File: config.mk
export PLATFORM = sky130hd
export DESIGN_NAME = array_capture_buffer_flat
export DESIGN_NICKNAME = d
export VERILOG_FILES = /design/src/rtl/array_capture_buffer_if.sv /design/src/rtl/array_capture_buffer.sv /design/src/flat_wrapper.sv
export SDC_FILE = /design/constraint.sdc
export NUM_CORES = 1
export LEC_CHECK = 0
export BUFFER_PORTS_ARGS = -buffer_cell sky130_fd_sc_hd__buf_2
export CORE_AREA = 4 4 204 206
export DETAILED_ROUTE_END_ITERATION = 10
export DIE_AREA = 0 0 208 210
export PLACE_DENSITY = 0.78
export SKIP_LAST_GASP = 1
export SYNTH_ARGS = -nofsm -noshare
export SYNTH_HDL_FRONTEND = slang
export SYNTH_SLANG_ARGS = --single-unit
File: constraint.sdc
create_clock -name CLK -period 4.02 [get_ports CLK]
set_input_delay 0.603 -clock CLK [delete_from_list [all_inputs] [get_ports CLK]]
set_output_delay 0.603 -clock CLK [all_outputs]
set_load 0.02 [all_outputs]
File: src/rtl/array_capture_buffer_if.sv
// Word stream between a producer and array_capture_buffer.
// The producer drives data/valid; the buffer answers with ready.
interface array_capture_buffer_if #(
   parameter int unsigned WIDTH = 8
) ();
   logic [WIDTH-1:0] in_data;
   logic             in_valid;
   logic             in_ready;

   modport master (
      output in_data,
      output in_valid,
      input  in_ready
   );

   modport slave (
      input  in_data,
      input  in_valid,
      output in_ready
   );
endinterface

File: src/rtl/array_capture_buffer.sv
// Collects a word stream into a DEPTH-entry array, freezes it once full,
// and holds the snapshot for a downstream monitor until released.
module array_capture_buffer #(
   parameter int unsigned WIDTH = 8,
   parameter int unsigned DEPTH = 64
) (
   input  logic                           CLK,
   input  logic                           ASYNCRESETN,
   input  logic                           start,
   input  logic                           hold_release,
   array_capture_buffer_if.slave          s,
   output logic [WIDTH-1:0]               arr [DEPTH],
   output logic                           arr_valid,
   output logic [$clog2(DEPTH+1)-1:0]     count,
   output logic                           dropped
);

   localparam int unsigned CW = $clog2(DEPTH + 1);
   localparam int unsigned AW = $clog2(DEPTH);

   typedef enum logic [1:0] {
      IDLE,
      FILL,
      HOLD
   } state_t;

   state_t state;
   logic   in_ready;

   assign s.in_ready = in_ready;

   // in_ready and arr_valid are registered alongside the state so no input
   // reaches an output combinationally.
   always_ff @(posedge CLK or negedge ASYNCRESETN) begin
      if (!ASYNCRESETN) begin
         state     <= IDLE;
         count     <= '0;
         dropped   <= '0;
         in_ready  <= 1'b0;
         arr_valid <= 1'b0;
         for (int unsigned i = 0; i < DEPTH; i++) begin
            arr[i] <= '0;
         end
      end else begin
         // start is honoured in every state, so its cycle never records a drop.
         if (start) begin
            dropped <= 1'b0;
         end else if (s.in_valid && !in_ready) begin
            dropped <= 1'b1;
         end

         case (state)
            IDLE: begin
               if (start) begin
                  state     <= FILL;
                  count     <= '0;
                  in_ready  <= 1'b1;
                  arr_valid <= 1'b0;
               end
            end

            FILL: begin
               if (start) begin
                  count <= '0;
               end else if (s.in_valid) begin
                  arr[count[AW-1:0]] <= s.in_data;
                  count              <= count + CW'(1);
                  if (count == CW'(DEPTH - 1)) begin
                     state     <= HOLD;
                     in_ready  <= 1'b0;
                     arr_valid <= 1'b1;
                  end
               end
            end

            HOLD: begin
               if (start) begin
                  state     <= FILL;
                  count     <= '0;
                  in_ready  <= 1'b1;
                  arr_valid <= 1'b0;
               end else if (hold_release) begin
                  state     <= IDLE;
                  arr_valid <= 1'b0;
               end
            end

            default: begin
               state     <= IDLE;
               in_ready  <= 1'b0;
               arr_valid <= 1'b0;
            end
         endcase
      end
   end

endmodule

File: src/flat_wrapper.sv
// flat-port wrapper written by rule: the top's interface ports become plain ports
module array_capture_buffer_flat 
#(
   parameter int unsigned WIDTH = 8,
   parameter int unsigned DEPTH = 64
)
  (CLK, ASYNCRESETN, start, hold_release, arr, arr_valid, count, dropped, s_in_data, s_in_valid, s_in_ready);
  array_capture_buffer_if #(.WIDTH(WIDTH)) s_i ();
  input  logic CLK;
  input  logic ASYNCRESETN;
  input  logic start;
  input  logic hold_release;
  output logic [WIDTH-1:0] arr[DEPTH];
  output logic arr_valid;
  output logic [$clog2(DEPTH+1)-1:0] count;
  output logic dropped;
  input wire logic [$bits(s_i.in_data)-1:0] s_in_data;
  input wire logic [$bits(s_i.in_valid)-1:0] s_in_valid;
  output wire logic [$bits(s_i.in_ready)-1:0] s_in_ready;
  assign s_i.in_data = s_in_data;
  assign s_i.in_valid = s_in_valid;
  assign s_in_ready = s_i.in_ready;
  array_capture_buffer #(.WIDTH(WIDTH), .DEPTH(DEPTH)) u_core (.CLK(CLK), .ASYNCRESETN(ASYNCRESETN), .start(start), .hold_release(hold_release), .s(s_i), .arr(arr), .arr_valid(arr_valid), .count(count), .dropped(dropped));
endmodule
Word-level counts from Yosys, hierarchy flattened:

Cells that the tools add are included.

* logic and storage cells: 123
* register bits after elaboration: 524
* input bits: 13

* multiplexer cells: 28
* $add $sub $neg: 1
* reduce and logical (&&, ||, !) cells: 11
* bitwise logic cells: 2
* equal/unequal tests: 10
* $lt $le $gt $ge: 2

Operators with widths (number)
* 512-bit bitwise mux: 1
* 8-bit demux with 6-bit select: 1
* 7-bit 2-to-1 mux: 3
* 7-bit one-hot mux with 2 select lines: 1
* 1-bit 2-to-1 mux: 12
* 2-bit 2-to-1 mux: 6
* 8-bit 2-to-1 mux: 1
* 7-bit by 1-bit adder with 7-bit output (second input constant): 1
* 7-bit by 6-bit equality test with 1-bit output (second input constant): 1
* 7-bit >= comparator (second input constant): 1
* 7-bit by 1-bit < comparator with 1-bit output (second input constant): 1
* 6-bit inverter with 7-bit output: 1
* 2-bit != test (second input constant): 3
* 3-bit != test (second input constant): 2
* 2-bit one-hot mux with 3 select lines: 1
* 3-bit AND reduction: 2
* 5-bit AND reduction: 1
* 2-bit by 1-bit != test with 1-bit output (second input constant): 2
* 4-bit AND reduction: 1
* 2-bit nonzero test: 2
* 1-bit one-hot mux with 3 select lines: 1
* 2-bit by 1-bit equality test with 1-bit output (second input constant): 1
* 2-bit equality test (second input constant): 1
* 1-bit logical AND: 2
* other kinds (5): 5

Longest topological paths before layout:

Gate-level depths: netlist of the first run.

* depth after elaboration: 6
* depth in mapped cells: 6
* depth with buffers taken out: 4

Least setup slack after synthesis of the first run:

Ideal clock, no wire load.

* kind: input -> register
* start point: input start
* end point: register u_core.arr[136] (netlist name)
* library setup time: 0.125 ns
* arrival: 2.097 ns
* slack: 1.798 ns
* required time: 3.895 ns
* stages: 5
* buffers on the path: 2
* path through: or4b_1 > buf_4 > buf_8 > nor3_4 > mux2_2

* word-level cells in the longest chain between the ends: 2

RTL lines
* from (decl): RTL line flat_wrapper.sv:11 `input logic start;`
* 1-bit inverter (no source line)
* 3-bit AND reduction (no source line)
* to (signal, indexed assignment): RTL line array_capture_buffer.sv:66 `arr[count[AW-1:0]] <= s.in_data;`
* to (decl): RTL line array_capture_buffer.sv:12 `output logic [WIDTH-1:0] arr [DEPTH],`

No other way between the ends.
A chain may end at the register's enable or synchronous reset.

Worst setup path after layout of the first run:

* start point: register u_core.state[1]
* end point: register u_core.arr[233] (netlist name)

* word-level cells in the longest chain between the ends: 2

RTL lines
* from (decl): RTL line array_capture_buffer.sv:27 `state_t state;`
* from (signal assigned): RTL line array_capture_buffer.sv:36 `state <= IDLE;`
* from (signal assigned): RTL line array_capture_buffer.sv:55 `state <= FILL;`
* from (signal assigned): RTL line array_capture_buffer.sv:69 `state <= HOLD;`
* 2-bit by 1-bit equality test with 1-bit output: RTL line array_capture_buffer.sv:52 `case (state)`
* 3-bit AND reduction (no source line)

No other way between the ends.

==> out/qor.txt, run 1 <==
Syn_nets = 1,283
Hold buffers post-CTS = 0
Clock transition at path regs = 0.06 ns
Worst-Skew Late Latency = 0.59 ns
Worst stage delay on the critical path = 1.02 ns
Post-CTS sizing = 0
Total power = 11,080 uW
DRC = 0
Crit path max fanout = 16
Die area = 43,680 um2
Outcome = finished clean
Final Hold Fails = 0
GR Util met2 = 0.4469
Synth Register Bits = 524
Clock Path Buffers = 3
Layout Area Growth over Synthesis = 24.45%
Gate count after technology mapping = 1,269
Die X = 208 um
Gr usage total = 0.2771
Syn_area_per_cell = 16.07 um2
CTS Root Cell = clkbuf_16
Final GP Congestion = 0.8077
Vias in the first global route = 14,380
HP Class = input pin to asynchronous set/reset pin
GRT met1 Usage = 0.3557
Number of CTS-inserted buffers = 52
Worst slew margin = 0.2038
GRT overflow = 0
Setup WS pre-CTS = 0.8005 ns
Slowest library cell on the worst path = or4b_1
Worst Setup Slack, final = 0.9809 ns
Fin crit period = 3.039 ns
First-pass GRT wire length = 92.74 mm
Detailed placer's ending HPWL = 42.09 mm
EDFF count, synth = 0
Initial core utilization = 0.5144
Sequential area share after synthesis = 0.6431
Most used routing layer = met2
Max Fclk = 0.3290 GHz
Final ANT Viol Nets = 0
Critical Path Start Type = flip-flop
Yosys warns = 0
Critical path arrival = 3.51 ns
Worst Path Required = 4.49 ns
Actual slew at the worst max-slew pin = 1.194 ns
H-tree depth = 2
Synth cell types = 43
Routed WL = 61.23 mm
Initial antenna violation count = 3
GR met3 Demand/Resource = 0.08245
Starting DRC count in detailed routing = 694
Worst Setup End Kind = flip-flop
IO Port Bufs = 534
Setup violators final = 0
LEAKAGE = 0.01438 uW
DR vias/cell = 5.562
Cell area after synthesis = 20,390 um2
Final cycle utilization of the critical path = 0.7560
Clock sinks = 524
CTS tree = yes
Core Box Area = 39,640 um2
Die Y = 210 um
Peak VDD IR = 0.3952 mV
Power Density = 436.5 nW/um2
Max-Cap Viols = 0
Pins Over Slew Limit = 0
Crit path cell chain = or4b_1 > buf_4 > nor3b_2 > mux2_2
Via count = 13,150
Unrepaired setup endpoints after global routing = no
Postcts setup bufs = 0
First drt pass iteration count = 4
Setup tns final = 0 ns
Share of cells above drive strength 1 = 0.6538
IO Count = 535
# rows = 73
Ys async rst share = 1.000
DR WL/cell = 25.90 um
Largest net degree at the start of global routing = 109
Clock Skew = 0.02243 ns
Post-layout util = 0.6401
Fin nets = 1,811
Main synth FF type = dfrtp_1
Setup CP Type = flip-flop to flip-flop
critical path: cells and delay by family, from the launching register on:
| kind | cells | cell delay [ns] |
|---|---|---|
| buffers and inverters | 1 | 0.36 |
| DFF | 1 | 0.53 |
| and+or+nand+nor | 2 | 1.60 |
| muxes | 1 | 0.42 |
cell type report:
class	count	area, um2
antenna	2	5.005
clock buffer	79	1575
clock inverter	15	140.1
fill	2884	14270
inverter	2	7.507
multi-input combinational	655	6922
sequential	524	13110
tap	525	656.9
timing repair buffer	562	2955
layer usage:
metal,vias to the layer above,wire (um)
li1,5586,-
met1,6881,24560
met2,541,29020
met3,139,4959
met4,2,2677
met5,-,11
cells by family after synthesis:
logic type,after synthesis,share of synthesized area
simple gates,124,0.04909
mux,514,0.2839
buf+inv,90,0.01816
fa+ha+maj,1,0.0006135
flops,524,0.6431
xor+xnor,1,0.0004296
compound gates,15,0.004725
layout by cell type (no fill, tap or decap), types with 2 or more instances in the layout:
master / netlist / layout
o22ai_1: 2 / 2
nand2b_1: 2 / 2
and3b_1: 5 / 5
diode_2: 0 / 2
mux2_2: 514 / 514
nand3b_1: 8 / 8
nand3_1: 33 / 33
bufinv_16: 0 / 2
o21ai_0: 3 / 3
clkbuf_16: 0 / 54
clkinv_2: 0 / 11
nor2b_1: 3 / 3
or3_1: 3 / 3
nor4b_1: 4 / 4
buf_12: 0 / 5
dfrtp_1: 524 / 524
a22o_1: 2 / 2
nor3_4: 9 / 9
clkbuf_1: 61 / 12
nor2_1: 5 / 5
buf_2: 13 / 533
a21oi_1: 4 / 4
clkbuf_8: 0 / 13
buf_4: 1 / 23
inv_1: 2 / 2
nand2_1: 6 / 6
nor3_2: 15 / 15
nor3b_1: 6 / 3
nor3b_2: 5 / 8
and3_1: 3 / 3
nand3_2: 8 / 8
through the flow:
step,hold slack (ns),instance area [um2],std cells
2_1_floorplan,0.3074,20390,1269
3_3_place_gp,0.4798,23650,2268
3_5_place_dp,0.4735,23650,2268
4_1_cts,0.1017,25370,2362
5_1_grt,0.1356,25370,2362
6_report,0.06847,25370,2364
registers in the layout, summed over array words and instances (netlist names):
register,cells
u_core.arr,512
u_core.count,7
u_core.state,2
u_core.arr_valid,1
u_core.dropped,1
u_core.s.in_ready,1
report_power, final:
part	internal, uW	switching, uW	total, uW
combinational	220	544	765
clock	2820	2010	4840
sequential	5400	71.7	5470
final timing paths:
path | slack, ns | cells after the start | end | from
max | 0.98 | 4 | u_core.arr[233] | u_core.state[1]
min | 0.07 | 1 | u_core.arr[419] | ASYNCRESETN
max reg2reg | 0.98 | 4 | u_core.arr[233] | u_core.state[1]
min reg2reg | 0.50 | 1 | u_core.arr[243] | u_core.arr[243]
max in group asynchronous | 2.82 | 2 | u_core.arr[470] | ASYNCRESETN
min in group CLK | 0.34 | 3 | u_core.state[1] | hold_release
Yosys cell counts, types with 3 or more instances:
| cell | instances | share of area |
|---|---|---|
| nand2_1 | 6 | 0.0011 |
| nor3b_2 | 5 | 0.0031 |
| nor3_2 | 15 | 0.0074 |
| buf_1 | 11 | 0.0020 |
| nor4b_1 | 4 | 0.0017 |
| nor3_4 | 9 | 0.0072 |
| and3b_1 | 5 | 0.0021 |
| or3_1 | 3 | 0.00092 |
| dfrtp_1 | 524 | 0.64 |
| clkbuf_1 | 61 | 0.011 |
| o21ai_0 | 3 | 0.00074 |
| nand3b_1 | 8 | 0.0029 |
| and3_1 | 3 | 0.00092 |
| mux2_2 | 514 | 0.28 |
| nand3_1 | 33 | 0.0081 |
| buf_2 | 13 | 0.0032 |
| nor3b_1 | 6 | 0.0022 |
| nor2b_1 | 3 | 0.00092 |
| nand3_2 | 8 | 0.0039 |
| nor2_1 | 5 | 0.00092 |
| a21oi_1 | 4 | 0.00098 |
(Power assumes the default switching activity.)
==> run 2: changes to the inputs <==
--- a/config.mk
+++ b/config.mk
@@ -6,10 +6,10 @@
 export NUM_CORES = 1
 export LEC_CHECK = 0
 export BUFFER_PORTS_ARGS = -buffer_cell sky130_fd_sc_hd__buf_2
-export CORE_AREA = 4 4 204 206
+export CORE_AREA = 4 4 208 210
 export DETAILED_ROUTE_END_ITERATION = 10
-export DIE_AREA = 0 0 208 210
-export PLACE_DENSITY = 0.78
+export DIE_AREA = 0 0 212 214
+export PLACE_DENSITY = 0.75
 export SKIP_LAST_GASP = 1
 export SYNTH_ARGS = -nofsm -noshare
 export SYNTH_HDL_FRONTEND = slang
==> constraint.sdc (replaced) <==
create_clock -name CLK -period 3.1 [get_ports CLK]
set_input_delay 0.465 -clock CLK [delete_from_list [all_inputs] [get_ports CLK]]
set_output_delay 0.465 -clock CLK [all_outputs]
set_load 0.02 [all_outputs]
==> run 2 against run 1 <==
  * First-iteration DRC count shrank 2.6%
  * Non-clock buffer count grew 22
  * Clock power grew 43%
  * Critical endpoint is now u_core.arr[22]
  * Flip-flop and latch count is the same
  * Hold slack gained 0.12 ns
  * Critical path depth shrank 1
==> out/qor.txt, run 2 (synthesis gave the netlist of run 1 again) <==
Ant. Diodes = 0 (-2)
First-pass GRT wire length = 90.59 mm (-2.3%)
IO Port Bufs = 534 (unchanged)
First drt pass iteration count = 4 (unchanged)
Initial antenna violation count = 3 (unchanged)
Via count = 13,080 (-0.52%)
Biggest register = u_core.arr
Clock sinks = 524 (unchanged)
DR vias/cell = 5.437 (-2.3%)
Postcts setup bufs = 0 (unchanged)
Clock Path Buffers = 3 (unchanged)
Gr usage total = 0.2625 (-0.01458)
Pins Over Slew Limit = 0 (unchanged)
DR WL/cell = 24.99 um (-3.5%)
Total power = 15,000 uW (+35%)
CTS Root Cell = clkbuf_16
Critical path arrival = 3.02 ns (-0.49 ns)
Share of cells above drive strength 1 = 0.6593 (+0.005563)
Clock Skew = 0.01239 ns (-0.01004 ns)
Clock transition at path regs = 0.06 ns (about the same)
Worst Setup End Kind = flip-flop
Worst-Skew Late Latency = 0.60 ns (about the same)
Die Y = 214 um (+1.9%)
Core Box Area = 41,570 um2 (+4.9%)
HP Class = input pin to flip-flop
Largest net degree at the start of global routing = 88 (-19%)
Max reg flops = 512 (unchanged)
Setup violators final = 0 (unchanged)
Final Hold Fails = 0 (unchanged)
Final ANT Viol Nets = 0 (unchanged)
Vias in the first global route = 14,050 (-2.2%)
Detailed placer's ending HPWL = 41.77 mm (-0.76%)
CTS tree = yes
IO Count = 535 (unchanged)
Post-CTS sizing = 0 (unchanged)
Final cycle utilization of the critical path = 0.8195 (+0.06350)
Power Density = 580.7 nW/um2 (+33%)
Commonest non-fill, non-tap cells in the layout = buf_2, dfrtp_1, mux2_2, clkbuf_16, buf_4
LEAKAGE = 0.01462 uW (+1.7%)
Worst slew margin = 0.3452 (+0.1414)
Actual slew at the worst max-slew pin = 0.9822 ns (-0.2121 ns)
Fin nets = 1,835 (+1.3%)
GRT overflow = 0 (unchanged)
Final GP Congestion = 0.7766 (-3.9%)
Peak VDD IR = 0.4475 mV (+13%)
# rows = 75 (+2.7%)
Initial core utilization = 0.4905 (-0.02389)
Outcome = finished clean
Final instance area = 25,830 um2 (+1.8%)
Unrepaired setup endpoints after global routing = no
DRC = 0 (unchanged)
Setup CP Type = flip-flop to flip-flop
Die X = 212 um (+1.9%)
Fin crit period = 2.540 ns (-0.4987 ns)
Starting DRC count in detailed routing = 676 (-2.6%)
Max-Cap Viols = 0 (unchanged)
Max Fclk = 0.3936 GHz (+20%)
Worst Path Required = 3.58 ns (-0.91 ns)
Dpl cell area = 23,900 um2 (+1.0%)
Die area = 45,370 um2 (+3.9%)
Number of CTS-inserted buffers = 54 (+3.8%)
H-tree depth = 2 (unchanged)
Commonest non-fill, non-tap cell in the layout = buf_2
Hold buffers post-CTS = 1 (+1)
Critical Path Start Type = flip-flop
Crit path max fanout = 18 (+2)
Setup tns final = 0 ns (unchanged)
Layout Area Growth over Synthesis = 26.71%
Top flop regs = u_core.arr x512, u_core.count x7, u_core.state x2
Routed WL = 60.13 mm (-1.8%)
Worst hold margin = 0.1919 ns (+0.1234 ns)
run 2: cell count changes in the layout (fill, tap and decap cells not counted):
cell / delta
buf_12: +5
bufinv_16: +6
clkbuf_8: -1
nor3b_1: -1
clkinv_8: -1
dlygate4sd3_1: +1
inv_16: +1
nor3b_2: +1
clkinv_4: +2
clkbuf_16: +1
diode_2: -2
buf_4: +16
run 2: path summary, 6_finish.rpt:
path | from | end | slack, ns | cells after the start
worst max-delay path | u_core.count[4] | u_core.arr[22] | 0.56 | 3
worst min-delay path | hold_release | u_core.state[1] | 0.19 | 3
worst max register to register | u_core.count[4] | u_core.arr[22] | 0.56 | 3
worst min register to register | u_core.arr[76] | u_core.arr[76] | 0.50 | 1
max in group asynchronous | ASYNCRESETN | u_core.arr[354] | 1.69 | 3
min in group asynchronous | ASYNCRESETN | u_core.arr[93] | 0.49 | 2
run 2: area by class of cell:
class / instances / area [um2]
Inverter: 2 / 7.507
Timing Repair Buffer: 584 / 3186
Fill cell: 3149 / 15740
Sequential cell: 524 / 13110
Clock buffer: 79 / 1587
Multi-Input combinational cell: 655 / 6927
Tap cell: 539 / 674.4
Clock inverter: 23 / 341.6
run 2: critical path: stages, from the launching register on:
cell	delay, ns
dfrtp_1	0.78
nand3_1	0.45
nor3_2	0.77
mux2_2	0.41
run 2: through the flow:
stage	util	setup WS, ns	instances
after floorplan	-	0.9220	1269
after global placement	0.5748	0.5853	2303
after detailed placement	0.5748	0.5273	2303
after CTS	0.6215	0.5640	2406
after global routing	0.6215	0.4099	2406
final	0.6215	0.5596	2406
run 2: where the power goes:
group	switching (uW)	internal (uW)	total, uW
Sequential	88.1	7000	7090
Clock	2690	4230	6920
Combinational	696	299	995
Total	3470	11500	15000
run 2: layer usage:
| layer | up-vias | part of all wire | track usage | routed length, um |
|---|---|---|---|---|
| li1 | 5650 | - | - | - |
| met1 | 6836 | 0.40 | 0.3314 | 24010 |
| met2 | 460 | 0.49 | 0.4320 | 29170 |
| met3 | 131 | 0.077 | 0.07909 | 4606 |
| met4 | 4 | 0.038 | 0.09142 | 2315 |
| met5 | - | 0.00035 | 0 | 21 |
